### src/rtl/sram_arbiter_pkg.sv
// Shared types and constants for the two-port SRAM arbiter.
package sram_arbiter_pkg;

  localparam int unsigned data_width  = 32;
  localparam int unsigned addr_width  = 8;
  localparam int unsigned mask_width  = data_width / 8;
  localparam int unsigned baddr_width = addr_width + 2;

  localparam logic PORT_I = 1'b0;
  localparam logic PORT_D = 1'b1;

  typedef enum logic [1:0] {
    EMPTY = 2'd0,
    FRESH = 2'd1,
    HELD  = 2'd2
  } slot_state_e;

  typedef struct packed {
    logic                  en;
    logic                  wen;
    logic [mask_width-1:0] wmask;
    logic [addr_width-1:0] addr;
    logic [data_width-1:0] din;
  } sram_cmd_t;

endpackage

### src/rtl/sram_arb_resp_slot.sv
// One-deep response slot: presents sram_dout directly in the cycle after issue,
// then falls back to a hold register while the consumer stalls.
module sram_arb_resp_slot
  import sram_arbiter_pkg::*;
(
  input  logic                  clock,
  input  logic                  reset,
  input  logic                  issue,
  input  logic                  is_write,
  input  logic [data_width-1:0] sram_dout,
  input  logic                  resp_ready,
  output logic                  resp_valid,
  output logic [data_width-1:0] resp_data,
  output logic                  free
);

  slot_state_e           state_q;
  slot_state_e           state_d;
  logic                  write_q;
  logic [data_width-1:0] hold_q;

  always_ff @(posedge clock) begin
    if (reset) begin
      state_q <= EMPTY;
      write_q <= 1'b0;
      hold_q  <= '0;
    end else begin
      state_q <= state_d;
      if (issue) write_q <= is_write;
      // Capture the one-cycle SRAM output before another access overwrites it.
      if (state_q == FRESH && !resp_ready) hold_q <= write_q ? '0 : sram_dout;
    end
  end

  always_comb begin
    state_d = state_q;
    if (issue) begin
      state_d = FRESH;
    end else begin
      unique case (state_q)
        EMPTY:       state_d = EMPTY;
        FRESH, HELD: state_d = resp_ready ? EMPTY : HELD;
        default:     state_d = EMPTY;
      endcase
    end
  end

  always_comb begin
    resp_valid = (state_q != EMPTY);
    free       = !resp_valid || resp_ready;
    resp_data  = '0;
    unique case (state_q)
      FRESH:   resp_data = write_q ? '0 : sram_dout;
      HELD:    resp_data = hold_q;
      default: resp_data = '0;
    endcase
  end

endmodule

### src/rtl/sram_arbiter.sv
// Round-robin sharing of one 1R1W SRAM between an instruction-fetch port and a data port.
module sram_arbiter
  import sram_arbiter_pkg::*;
(
  input  logic                   clock,
  input  logic                   reset,
  input  logic                   i_req_valid,
  output logic                   i_req_ready,
  input  logic [baddr_width-1:0] i_req_addr,
  output logic                   i_resp_valid,
  input  logic                   i_resp_ready,
  output logic [data_width-1:0]  i_resp_data,
  input  logic                   d_req_valid,
  output logic                   d_req_ready,
  input  logic [baddr_width-1:0] d_req_addr,
  input  logic                   d_req_wen,
  input  logic [mask_width-1:0]  d_req_wmask,
  input  logic [data_width-1:0]  d_req_wdata,
  output logic                   d_resp_valid,
  input  logic                   d_resp_ready,
  output logic [data_width-1:0]  d_resp_data,
  output logic                   sram_en,
  output logic                   sram_wen,
  output logic [mask_width-1:0]  sram_wmask,
  output logic [addr_width-1:0]  sram_addr,
  output logic [data_width-1:0]  sram_din,
  input  logic [data_width-1:0]  sram_dout
);

  logic      last_grant_q;
  logic      i_free;
  logic      d_free;
  logic      elig_i;
  logic      elig_d;
  logic      grant_i;
  logic      grant_d;
  sram_cmd_t cmd;

  // Word addressing drops the byte-offset bits.
  logic unused_addr_lsbs;
  assign unused_addr_lsbs = ^{i_req_addr[1:0], d_req_addr[1:0]};

  always_ff @(posedge clock) begin
    if (reset) begin
      last_grant_q <= PORT_D;
    end else if (grant_i) begin
      last_grant_q <= PORT_I;
    end else if (grant_d) begin
      last_grant_q <= PORT_D;
    end
  end

  // On a tie the port that did not win last time is granted.
  always_comb begin
    elig_i  = i_req_valid && i_free && !reset;
    elig_d  = d_req_valid && d_free && !reset;
    grant_i = elig_i && (!elig_d || (last_grant_q == PORT_D));
    grant_d = elig_d && (!elig_i || (last_grant_q == PORT_I));
  end

  always_comb begin
    cmd = '0;
    if (grant_d) begin
      cmd.en   = 1'b1;
      cmd.wen  = d_req_wen;
      cmd.addr = d_req_addr[addr_width+1:2];
      if (d_req_wen) begin
        cmd.wmask = d_req_wmask;
        cmd.din   = d_req_wdata;
      end
    end else if (grant_i) begin
      cmd.en   = 1'b1;
      cmd.addr = i_req_addr[addr_width+1:2];
    end
  end

  assign i_req_ready = grant_i;
  assign d_req_ready = grant_d;
  assign sram_en     = cmd.en;
  assign sram_wen    = cmd.wen;
  assign sram_wmask  = cmd.wmask;
  assign sram_addr   = cmd.addr;
  assign sram_din    = cmd.din;

  sram_arb_resp_slot u_i_slot (
    .clock      (clock),
    .reset      (reset),
    .issue      (grant_i),
    .is_write   (1'b0),
    .sram_dout  (sram_dout),
    .resp_ready (i_resp_ready),
    .resp_valid (i_resp_valid),
    .resp_data  (i_resp_data),
    .free       (i_free)
  );

  sram_arb_resp_slot u_d_slot (
    .clock      (clock),
    .reset      (reset),
    .issue      (grant_d),
    .is_write   (d_req_wen),
    .sram_dout  (sram_dout),
    .resp_ready (d_resp_ready),
    .resp_valid (d_resp_valid),
    .resp_data  (d_resp_data),
    .free       (d_free)
  );

endmodule

### config.mk
export PLATFORM = sky130hd
export DESIGN_NAME = sram_arbiter
export DESIGN_NICKNAME = d
export VERILOG_FILES = /design/src/rtl/sram_arbiter_pkg.sv /design/src/rtl/sram_arb_resp_slot.sv /design/src/rtl/sram_arbiter.sv
export SDC_FILE = /design/constraint.sdc
export NUM_CORES = 1
export LEC_CHECK = 0
export CORE_AREA = 2 2 101 103
export CTS_CLUSTER_DIAMETER = 120
export DETAILED_ROUTE_END_ITERATION = 10
export DIE_AREA = 0 0 103 105
export GPL_TIMING_DRIVEN = 1
export PLACE_DENSITY = 0.84
export SETUP_SLACK_MARGIN = 0.3
export SLEW_MARGIN = 20
export SYNTH_ARGS = -nofsm -noshare
export SYNTH_HDL_FRONTEND = slang
export SYNTH_SLANG_ARGS = --single-unit
### constraint.sdc
create_clock -name clock -period 5.5 [get_ports clock]
set_clock_uncertainty 0.15 [all_clocks]
set_input_delay 1.1 -clock clock [delete_from_list [all_inputs] [get_ports clock]]
set_output_delay 1.1 -clock clock [all_outputs]
set_load 0.02 [all_outputs]
==> impl_metrics.json <==
{
  "status": "finished, final reports clean",
  "pin_count": 209,
  "grt_pass1_wl_um": 22300,
  "synth_cell_type_count": 23,
  "areaGrowthSynthToFinish_pct": 55.4,
  "num_antenna_cells": 0,
  "cp-startpoint": "d_resp_ready",
  "synthArstFlopShare_pct": 0,
  "root_buffer": "clkbuf_8",
  "cts_tree": "done",
  "synth_common_cells": "nand2_1 (106), dfxtp_1 (70), nor2b_1 (67)",
  "worst_slew_pin_slew_ns": 1.03,
  "synthFlopType": "dfxtp_1",
  "power_density_nw_per_um2": 198,
  "insertion_delay_ns": 0.34,
  "r2r_slack_ns": 3.54,
  "filler_cell_count": 837,
  "firstDrtPassIters": 5,
  "grt_pass1_vias": 4289,
  "final_core_util_pct": 65.2,
  "drc_errors": 0,
  "syn_area_um2": 4050,
  "cp_max_fo": 11,
  "grt_max_degree": 80,
  "crit_path_end_kind": "output port",
  "clockBufferDepth": 2,
  "path_class": "input port to output port",
  "cts_max_level": 3,
  "core_area_um2": 9640,
  "fin_setup_tns_ns": 0,
  "p_leak_nw": 2.05,
  "min_period_over_period_pct": 83.5,
  "yosysMostFrequentCell": "nand2_1",
  "drv_cap": 0,
  "dieHeight_um": 105,
  "hold_viol_final": 0,
  "cp_data_arrival_time_ns": 3.34,
  "cts_made_buffers": 9,
  "slew_violations": 0,
  "fmax_ghz": 0.218,
  "clkTransAtPathRegs_ns": 0.08,
  "gp_congestion": 0.808,
  "r2r-end": "u_i_slot.hold_q[30]$_SDFFE_PP0P_",
  "dieArea_um2": 10800,
  "postCtsHoldBufs": 0,
  "synth_area_leaders": "dfxtp_1 (35%), a22oi_1 (12%), nor2b_1 (10%)",
  "max-slew-margin-rel_pct": 31.5,
  "vias_per_cell": 5.28,
  "cts_sinks": 70,
  "crit_required_ns": 4.25,
  "setup_viol": 0,
  "hpwl_um": 9540,
  "drt_iter0_markers": 319,
  "port-buffer-count": 204,
  "vdd_drop_max_mv": 0.106,
  "timing.rr.start": "u_i_slot.state_q[1]$_SDFF_PP0_",
  "layout.nets": 812,
  "synth_top_area_share_pct": 34.6,
  "cts-resized-gates": 0,
  "reg2reg_depth": 7,
  "vias": 4479,
  "ys_seq_elements": 70,
  "core.rowCount": 36,
  "initial_core_util_pct": 42.0,
  "yosysWarnings": 0,
  "syn-num-nets": 641,
  "grt_use_total_pct": 25.7,
  "synth_edf_count": 0,
  "fp.dieW_um": 103,
  "hold_slack_ns": 0.305,
  "synth_top_area_cell": "dfxtp_1",
  "rsz0062_at_grt": "false",
  "start_kind": "input port",
  "min_path_type": "register to register",
  "drt_wl_total_um": 14200,
  "fin_cells": 849,
  "crit_end": "sram_addr[4]",
  "wl_per_cell_um": 16.8,
  "avgSynthCellArea_um2": 7.49,
  "post_cts_buffers": 0,
  "period_minus_slack_ns": 4.59,
  "antenna_found_initial": 0,
  "synth_cells": 540,
  "gr-total-overflow": 0,
  "post-place-cells": 833,
  "drive_gt1_share_pct": 4.47,
  "ys_seq_area_share_pct": 34.6,
  "antenna_left": 0
}
## cell usage in the layout, fill, tap and decap left out, drive strengths merged, types with 2 or more instances in the layout
cell | Yosys | final
and3 | 2 | 2
nand3b | 32 | 32
a22oi | 64 | 64
nand2b | 2 | 2
clkdlybuf4s50 | 0 | 203
o21ai | 3 | 3
ha | 6 | 6
a21oi | 65 | 65
inv | 15 | 15
buf | 24 | 10
nor2b | 67 | 67
nor2 | 6 | 6
clkbuf | 29 | 11
o32ai | 8 | 8
dfxtp | 70 | 70
nand2 | 106 | 106
clkinvlp | 0 | 3
and2 | 36 | 36
## layout make-up
cell class,count,area (um^2),share of cell area [%]
well taps,133,166,2.65
multi-input cells,402,2350,37.4
flip-flops and latches,70,1400,22.3
repair buffers,213,2100,33.5
inverters,15,56.3,0.895
clock buffers,11,151,2.41
clock inverters,5,57.6,0.915
## worst max-delay path, stage by stage
cell and delay [ns]:
clkdlybuf4s50_1 0.60, o21ai_0 0.16, o21bai_1 0.66, o32ai_1 0.22, clkdlybuf4s50_1 0.60
## power breakdown
group          total [mW]  internal, mW  switching, mW
clock network       0.432         0.233          0.199
logic               0.279         0.140          0.139
registers           0.536         0.523         0.0125
total                1.25         0.896          0.351
## logic make-up after synthesis
logic type	synth area share, %
AOI/OAI and AO/OA	22.9
and+or+nand+nor	33.1
DFF	34.6
adders and majority gates	1.86
buffers and inverters	7.45
## stage by stage
step	power [mW]	setup WS (ns)	instance area (um^2)
global placement	0.818	0.932	6080
floorplan	0.681	2.13	4050
finish	1.25	0.909	6290
CTS	1.25	0.908	6290
global route	1.30	0.770	6290
detailed placement	0.824	0.928	6080
## how the worst min path moves through the flow
stage	startpoint	to	slack, ns	cells after the start
after floorplan	u_d_slot.hold_q[0]$_SDFFE_PP0P_	u_d_slot.hold_q[0]$_SDFFE_PP0P_	0.28	2
after global placement	u_d_slot.hold_q[30]$_SDFFE_PP0P_	u_d_slot.hold_q[30]$_SDFFE_PP0P_	0.29	2
after detailed placement	u_d_slot.hold_q[1]$_SDFFE_PP0P_	u_d_slot.hold_q[1]$_SDFFE_PP0P_	0.29	2
after CTS	u_d_slot.hold_q[4]$_SDFFE_PP0P_	u_d_slot.hold_q[4]$_SDFFE_PP0P_	0.30	2
after global routing	u_d_slot.hold_q[4]$_SDFFE_PP0P_	u_d_slot.hold_q[4]$_SDFFE_PP0P_	0.32	2
final	u_d_slot.hold_q[30]$_SDFFE_PP0P_	u_d_slot.hold_q[30]$_SDFFE_PP0P_	0.30	2
## layer usage
layer / vias up / share of wire [%] / GRT usage (%)
met5: - / 0 / 0
met4: 0 / 1.1 / 6.48
met3: 14 / 7.0 / 5.02
met2: 186 / 49 / 41.3
met1: 2115 / 42 / 35.0
li1: 2164 / - / -
## flip-flops by register name, summed over array words and instances (netlist names)
signal	cells
u_d_slot.write_q	1
u_d_slot.state_q	2
u_i_slot.hold_q	32
u_d_slot.hold_q	32
last_grant_q	1
u_i_slot.state_q	2
No activity file was read; power rests on OpenSTA's default activity.
